===== src/rtl/stroke_sequencer.sv =====
// rtl/stroke_sequencer.sv - walks a glyph's stroke table and issues scaled, offset line segments
module stroke_sequencer #(
  parameter int COORD_W   = 8,
  parameter int IDX_W     = 5,
  parameter int MAX_SHIFT = 2
) (
  input  logic               clk,
  input  logic               rst_n,
  input  logic               start,
  input  logic [3:0]         glyph_sel,
  input  logic [1:0]         scale,
  input  logic [COORD_W-1:0] x_off,
  input  logic [COORD_W-1:0] y_off,
  input  logic               abort,
  output logic [3:0]         tbl_glyph,
  output logic [IDX_W-1:0]   tbl_idx,
  input  logic [COORD_W-1:0] tbl_sx,
  input  logic [COORD_W-1:0] tbl_sy,
  input  logic [COORD_W-1:0] tbl_ex,
  input  logic [COORD_W-1:0] tbl_ey,
  input  logic               tbl_pen,
  input  logic               tbl_last,
  output logic [COORD_W-1:0] seg_sx,
  output logic [COORD_W-1:0] seg_sy,
  output logic [COORD_W-1:0] seg_ex,
  output logic [COORD_W-1:0] seg_ey,
  output logic               seg_pen,
  output logic               seg_valid,
  input  logic               seg_ready,
  output logic               busy,
  output logic               done,
  output logic               err
);

  // Headroom for the largest shift plus the offset carry.
  localparam int AW = COORD_W + MAX_SHIFT + 1;
  localparam logic [1:0]       MAX_S   = 2'(MAX_SHIFT);
  localparam logic [IDX_W-1:0] IDX_MAX = '1;

  typedef enum logic [1:0] {S_IDLE, S_FETCH, S_ISSUE, S_FINISH} state_t;

  state_t             state_q, state_d;
  logic [3:0]         glyph_q, glyph_d;
  logic [1:0]         scale_q, scale_d;
  logic [COORD_W-1:0] xoff_q, xoff_d, yoff_q, yoff_d;
  logic [IDX_W-1:0]   idx_q, idx_d;
  logic [COORD_W-1:0] sx_q, sx_d, sy_q, sy_d, ex_q, ex_d, ey_q, ey_d;
  logic               pen_q, pen_d, last_q, last_d;
  logic               valid_q, valid_d, busy_q, busy_d, done_q, done_d, err_q, err_d;

  logic [AW-1:0]      wsx, wsy, wex, wey;
  logic               any_sat;

  function automatic logic [AW-1:0] xform(input logic [COORD_W-1:0] c,
                                          input logic [1:0]         sh,
                                          input logic [COORD_W-1:0] off);
    xform = (AW'(c) << sh) + AW'(off);
  endfunction

  function automatic logic [COORD_W-1:0] clip(input logic [AW-1:0] w);
    clip = (|w[AW-1:COORD_W]) ? '1 : w[COORD_W-1:0];
  endfunction

  function automatic logic over(input logic [AW-1:0] w);
    over = |w[AW-1:COORD_W];
  endfunction

  // The table is addressed by the latched glyph and the current index, so its
  // outputs are transformed combinationally and captured only in FETCH.
  assign wsx     = xform(tbl_sx, scale_q, xoff_q);
  assign wsy     = xform(tbl_sy, scale_q, yoff_q);
  assign wex     = xform(tbl_ex, scale_q, xoff_q);
  assign wey     = xform(tbl_ey, scale_q, yoff_q);
  assign any_sat = over(wsx) | over(wsy) | over(wex) | over(wey);

  // Next-state and next-output logic; every output is registered from here.
  always_comb begin
    state_d = state_q;
    glyph_d = glyph_q;
    scale_d = scale_q;
    xoff_d  = xoff_q;
    yoff_d  = yoff_q;
    idx_d   = idx_q;
    sx_d    = sx_q;
    sy_d    = sy_q;
    ex_d    = ex_q;
    ey_d    = ey_q;
    pen_d   = pen_q;
    last_d  = last_q;
    valid_d = valid_q;
    err_d   = err_q;
    done_d  = 1'b0;

    unique case (state_q)
      S_IDLE: begin
        if (start) begin
          glyph_d = glyph_sel;
          scale_d = (scale > MAX_S) ? MAX_S : scale;
          xoff_d  = x_off;
          yoff_d  = y_off;
          idx_d   = '0;
          err_d   = 1'b0;
          state_d = S_FETCH;
        end
      end
      S_FETCH: begin
        if (abort) begin
          valid_d = 1'b0;
          done_d  = 1'b1;
          state_d = S_FINISH;
        end else begin
          sx_d    = clip(wsx);
          sy_d    = clip(wsy);
          ex_d    = clip(wex);
          ey_d    = clip(wey);
          pen_d   = tbl_pen;
          last_d  = tbl_last;
          valid_d = 1'b1;
          if (any_sat) err_d = 1'b1;
          state_d = S_ISSUE;
        end
      end
      S_ISSUE: begin
        // Abort wins over a simultaneous handshake; that segment is dropped.
        if (abort) begin
          valid_d = 1'b0;
          done_d  = 1'b1;
          state_d = S_FINISH;
        end else if (valid_q && seg_ready) begin
          valid_d = 1'b0;
          if (last_q || idx_q == IDX_MAX) begin
            if (!last_q) err_d = 1'b1;
            done_d  = 1'b1;
            state_d = S_FINISH;
          end else begin
            idx_d   = idx_q + 1'b1;
            state_d = S_FETCH;
          end
        end
      end
      S_FINISH: begin
        state_d = S_IDLE;
      end
      default: begin
        valid_d = 1'b0;
        state_d = S_IDLE;
      end
    endcase

    busy_d = (state_d != S_IDLE);
  end

  // All state and outputs, cleared asynchronously so reset drops seg_valid at once.
  always_ff @(posedge clk or negedge rst_n) begin
    if (!rst_n) begin
      state_q <= S_IDLE;
      glyph_q <= '0;
      scale_q <= '0;
      xoff_q  <= '0;
      yoff_q  <= '0;
      idx_q   <= '0;
      sx_q    <= '0;
      sy_q    <= '0;
      ex_q    <= '0;
      ey_q    <= '0;
      pen_q   <= 1'b0;
      last_q  <= 1'b0;
      valid_q <= 1'b0;
      busy_q  <= 1'b0;
      done_q  <= 1'b0;
      err_q   <= 1'b0;
    end else begin
      state_q <= state_d;
      glyph_q <= glyph_d;
      scale_q <= scale_d;
      xoff_q  <= xoff_d;
      yoff_q  <= yoff_d;
      idx_q   <= idx_d;
      sx_q    <= sx_d;
      sy_q    <= sy_d;
      ex_q    <= ex_d;
      ey_q    <= ey_d;
      pen_q   <= pen_d;
      last_q  <= last_d;
      valid_q <= valid_d;
      busy_q  <= busy_d;
      done_q  <= done_d;
      err_q   <= err_d;
    end
  end

  assign tbl_glyph = glyph_q;
  assign tbl_idx   = idx_q;
  assign seg_sx    = sx_q;
  assign seg_sy    = sy_q;
  assign seg_ex    = ex_q;
  assign seg_ey    = ey_q;
  assign seg_pen   = pen_q;
  assign seg_valid = valid_q;
  assign busy      = busy_q;
  assign done      = done_q;
  assign err       = err_q;

endmodule


===== config.mk =====
export PLATFORM = sky130hd
export DESIGN_NAME = stroke_sequencer
export DESIGN_NICKNAME = d
export VERILOG_FILES = /design/src/rtl/stroke_sequencer.sv
export SDC_FILE = /design/constraint.sdc
export NUM_CORES = 1
export LEC_CHECK = 0
export CAP_MARGIN = 20
export CORE_MARGIN = 3
export CORE_UTILIZATION = 33
export DETAILED_ROUTE_END_ITERATION = 16
export PLACE_DENSITY = 0.63
export RECOVER_POWER = 100
export SLEW_MARGIN = 25
export SYNTH_ARGS = -nofsm -noshare
export SYNTH_HDL_FRONTEND = slang
export SYNTH_SLANG_ARGS = --single-unit
export TNS_END_PERCENT = 100

===== constraint.sdc =====
create_clock -name clk -period 7.4 [get_ports clk]
set_input_delay 2.22 -clock clk [delete_from_list [all_inputs] [get_ports clk]]
set_output_delay 2.22 -clock clk [all_outputs]
set_load 0.02 [all_outputs]

==> results.toml <==
[synthesis]
synth.most_common_cell = "dfrtp_1"
synthesis.area_um2 = 5160
yosys.area.top_type_share_pct = 32.5
avgSynthCellArea_um2 = 8.84
yosys.cell_types.count = 64
synthTopCellsByCount = "dfrtp_1, nor2_1, nand2_1"
synth_edf_count = 0
postSynthNetCount = 687
ys_seq_area_share_pct = 32.5
async_flop_share_pct = 100
syn_inst = 584
yosysTopAreaCell = "dfrtp_1"
yosysWarnings = 0
netlist_top_cells_area = "dfrtp_1, ha_1, mux2_2"
synth-seq-cells = 67
ys.flop_type = "dfrtp_1"

[cts]
postCtsSetupBuffers = 0
cts.sinks = 67
numCtsBuffers = 9
cts_tree = "done"
path_clk_slew_ps = 60
ctsHoldBuffers = 0
cts_resized = 0
clock_path_buffers = 2
htreeDepth = 3
root_buffer = "clkbuf_16"
worstSkewPairLatency_ps = 340

[floorplanning]
start_util_pct = 33.8
die_w_um = 131
coreArea_um2 = 15300
rows = 45
die-height_um = 131
dieArea_um2 = 17200
num_io_pins = 107

[pwr]
p_int_mw = 1.74
switching_share_pct = 48.4
p_total_mw = 3.37
power.net_switching_mw = 1.63
p_leak_nw = 2.72
power_density_nw_per_um2 = 508
p_clk_share_pct = 12.1
combPwrFrac_pct = 68.1
ir_worst_vdd_mv = 0.200
p_seq_share_pct = 19.8

[routing]
num_vias = 4661
routed_wl_mm = 14.2
avgRoutedWirePerCell_um = 15.8
via_per_inst = 5.19
drtIter0Drc = 218
drcViolationCount = 0
antenna_left = 0
dr.pass1.iters = 4

[worst_setup_path]
arrival_ps = 6060
rrSetupSlack_ps = 2720
rr_startpoint = "scale_q[0]"
crit_top_cell = "a21oi_1"
worstSetupPathType = "input pin to flop"
crit_chain = "dlygate4sd3_1 -> mux2_1 -> nor2_1 -> a21oi_1 -> ha_1 -> or4_1 -> o22ai_1 -> a21oi_1 -> a311o_1 -> a21oi_1 -> a41o_1 -> mux2_1"
crit_family = "compound AO/OA/AOI/OAI gates"
rr_endpoint = "err"
critPathRequiredTime_ps = 7620
worst_setup_path_end_kind = "flop"
path_max_fanout = 9
crit_path_top_delay_cell = "a21oi_1"
rr_worst_depth = 13
crit_buf_inv = 1
critPathMaxStageDelay_ps = 660
startpoint_type = "input pin"

[place]
dp_slack_ps = 1680
place_inst = 882
hpwl_mm = 10.8
io_buffers = 106
placed_area_um2 = 6420
place_congestion = 0.860

[outcome]
violations = "capacitance limit, slew limit"
status = "finished, violations left"

[timing]
relSlewSlack_pct = -10.4
min_period_ps = 5840
rsz0062_at_grt = "false"
setup_tns_ps = 0
min_period_over_period_pct = 78.9
hold_viol_final = 0
setup_viol = 0
finalClockSkew_ps = 8.39
layout_setup_ws_ps = 1560
tightest_slew_ps = 1650
fmax_mhz = 171
slew_viol_final = 53
whs_ps = 459

[worst_hold_path]
hold_depth = 2
hold_start = "seg_sx[5]"
min_path_type = "flop to flop"
hold_end = "seg_sx[5]"

[global_routing]
grt_max_degree = 68
grtUsageTotal_pct = 16.7
grt-ovfl-total = 0
grt_pass1_vias = 4568
antenna_found_initial = 0
grt_pass1_wl_mm = 23.5

[final_layout]
post-route-util_pct = 43.5
areaGrowthSynthToFinish_pct = 28.6
drive_gt1_share_pct = 8.88
design_area_um2 = 6640
multi_input_area_um2 = 3260
finalNonFillerCells = 898
fill_cells = 1528
nets = 785
n_antenna_cell = 0
seq_area_um2 = 1680

[job]
drv_cap = 2
-- worst max path at each step --
| stage | from | endpoint | slack [ps] | cells after the start |
|---|---|---|---|---|
| detailed placement | tbl_ey[6] | err | 1680 | 12 |
| floorplan | tbl_sy[0] | err | 2530 | 11 |
| finish | tbl_ey[6] | err | 1560 | 12 |
| CTS | tbl_ey[6] | err | 2030 | 12 |
| global placement | tbl_ey[6] | err | 1730 | 12 |
| global route | tbl_ey[6] | err | 1360 | 12 |
-- state kept, by name, indices dropped and copies added (netlist names) --
register	flops
seg_ex	8
err	1
seg_sx	8
seg_valid	1
state_q	2
yoff_q	8
busy	1
tbl_glyph	4
xoff_q	8
seg_pen	1
seg_sy	8
seg_ey	8
tbl_idx	5
done	1
last_q	1
scale_q	2
-- final cells by class --
cell class                 count  share of cell area (%)
multi-input combinational    473                    49.0
sequential                    67                    25.3
timing repair buffer         112                    16.5
tap                          211                    3.97
clock buffer                  11                    3.65
inverter                      19                    1.07
clock inverter                 5                   0.565
-- worst reg2reg max path, stage by stage (launching register included) --
cell and delay, ps:
dfrtp_2 650, buf_4 510, nor2_1 220, and2_1 210, ha_1 210, fa_1 440
a211oi_1 240, nor2_1 120, o22ai_1 280, a21oi_1 80, a311o_1 350, a21oi_1 660
a41o_1 300, mux2_1 310
-- cells in the final DEF (no fill, tap or decap), drive strengths merged, types with 3 or more instances in the layout --
| master | n |
|---|---|
| clkbuf | 13 |
| mux2i | 16 |
| a21o | 9 |
| xor2 | 12 |
| nand2 | 50 |
| clkdlybuf4s50 | 52 |
| nand3b | 3 |
| a41o | 3 |
| a211oi | 14 |
| o21ai | 51 |
| a31o | 3 |
| and3 | 3 |
| xnor2 | 14 |
| ha | 38 |
| inv | 20 |
| mux4 | 3 |
| fa | 4 |
| buf | 5 |
| mux2 | 25 |
| o21a | 5 |
| nor2b | 9 |
| dfrtp | 67 |
| and2 | 8 |
| nor2 | 59 |
| nand2b | 13 |
| a31oi | 22 |
| nand4 | 3 |
| a21oi | 50 |
| nand3 | 13 |
| nor3 | 10 |
| or2 | 4 |
| o22a | 3 |
| dlygate4sd3 | 53 |
-- power groups by stage --
stage	registers [mW]	clock network (mW)	logic (mW)
after global routing	0.693	0.436	2.55
after global placement	0.676	0	2.34
final	0.667	0.408	2.30
after detailed placement	0.680	0	2.38
after CTS	0.675	0.418	2.40
after floorplan	0.736	0	1.65
-- per-layer routing --
metal | vias to the layer above | wire [µm] | global-route usage, %
met3 | 19 | 744 | 3.79
met5 | - | 0 | 0
li1 | 2318 | - | -
met4 | 0 | 233 | 5.19
met2 | 120 | 6450 | 26.6
met1 | 2204 | 6800 | 22.7
-- kinds of logic after synthesis --
| family | synth area share, % |
|---|---|
| buf+inv | 3.68 |
| xor+xnor | 4.41 |
| mux | 9.93 |
| flops | 32.5 |
| compound gates | 21.3 |
| fa+ha+maj | 10.8 |
| simple gates | 17.4 |
No activity file was read; power rests on OpenSTA's default activity.
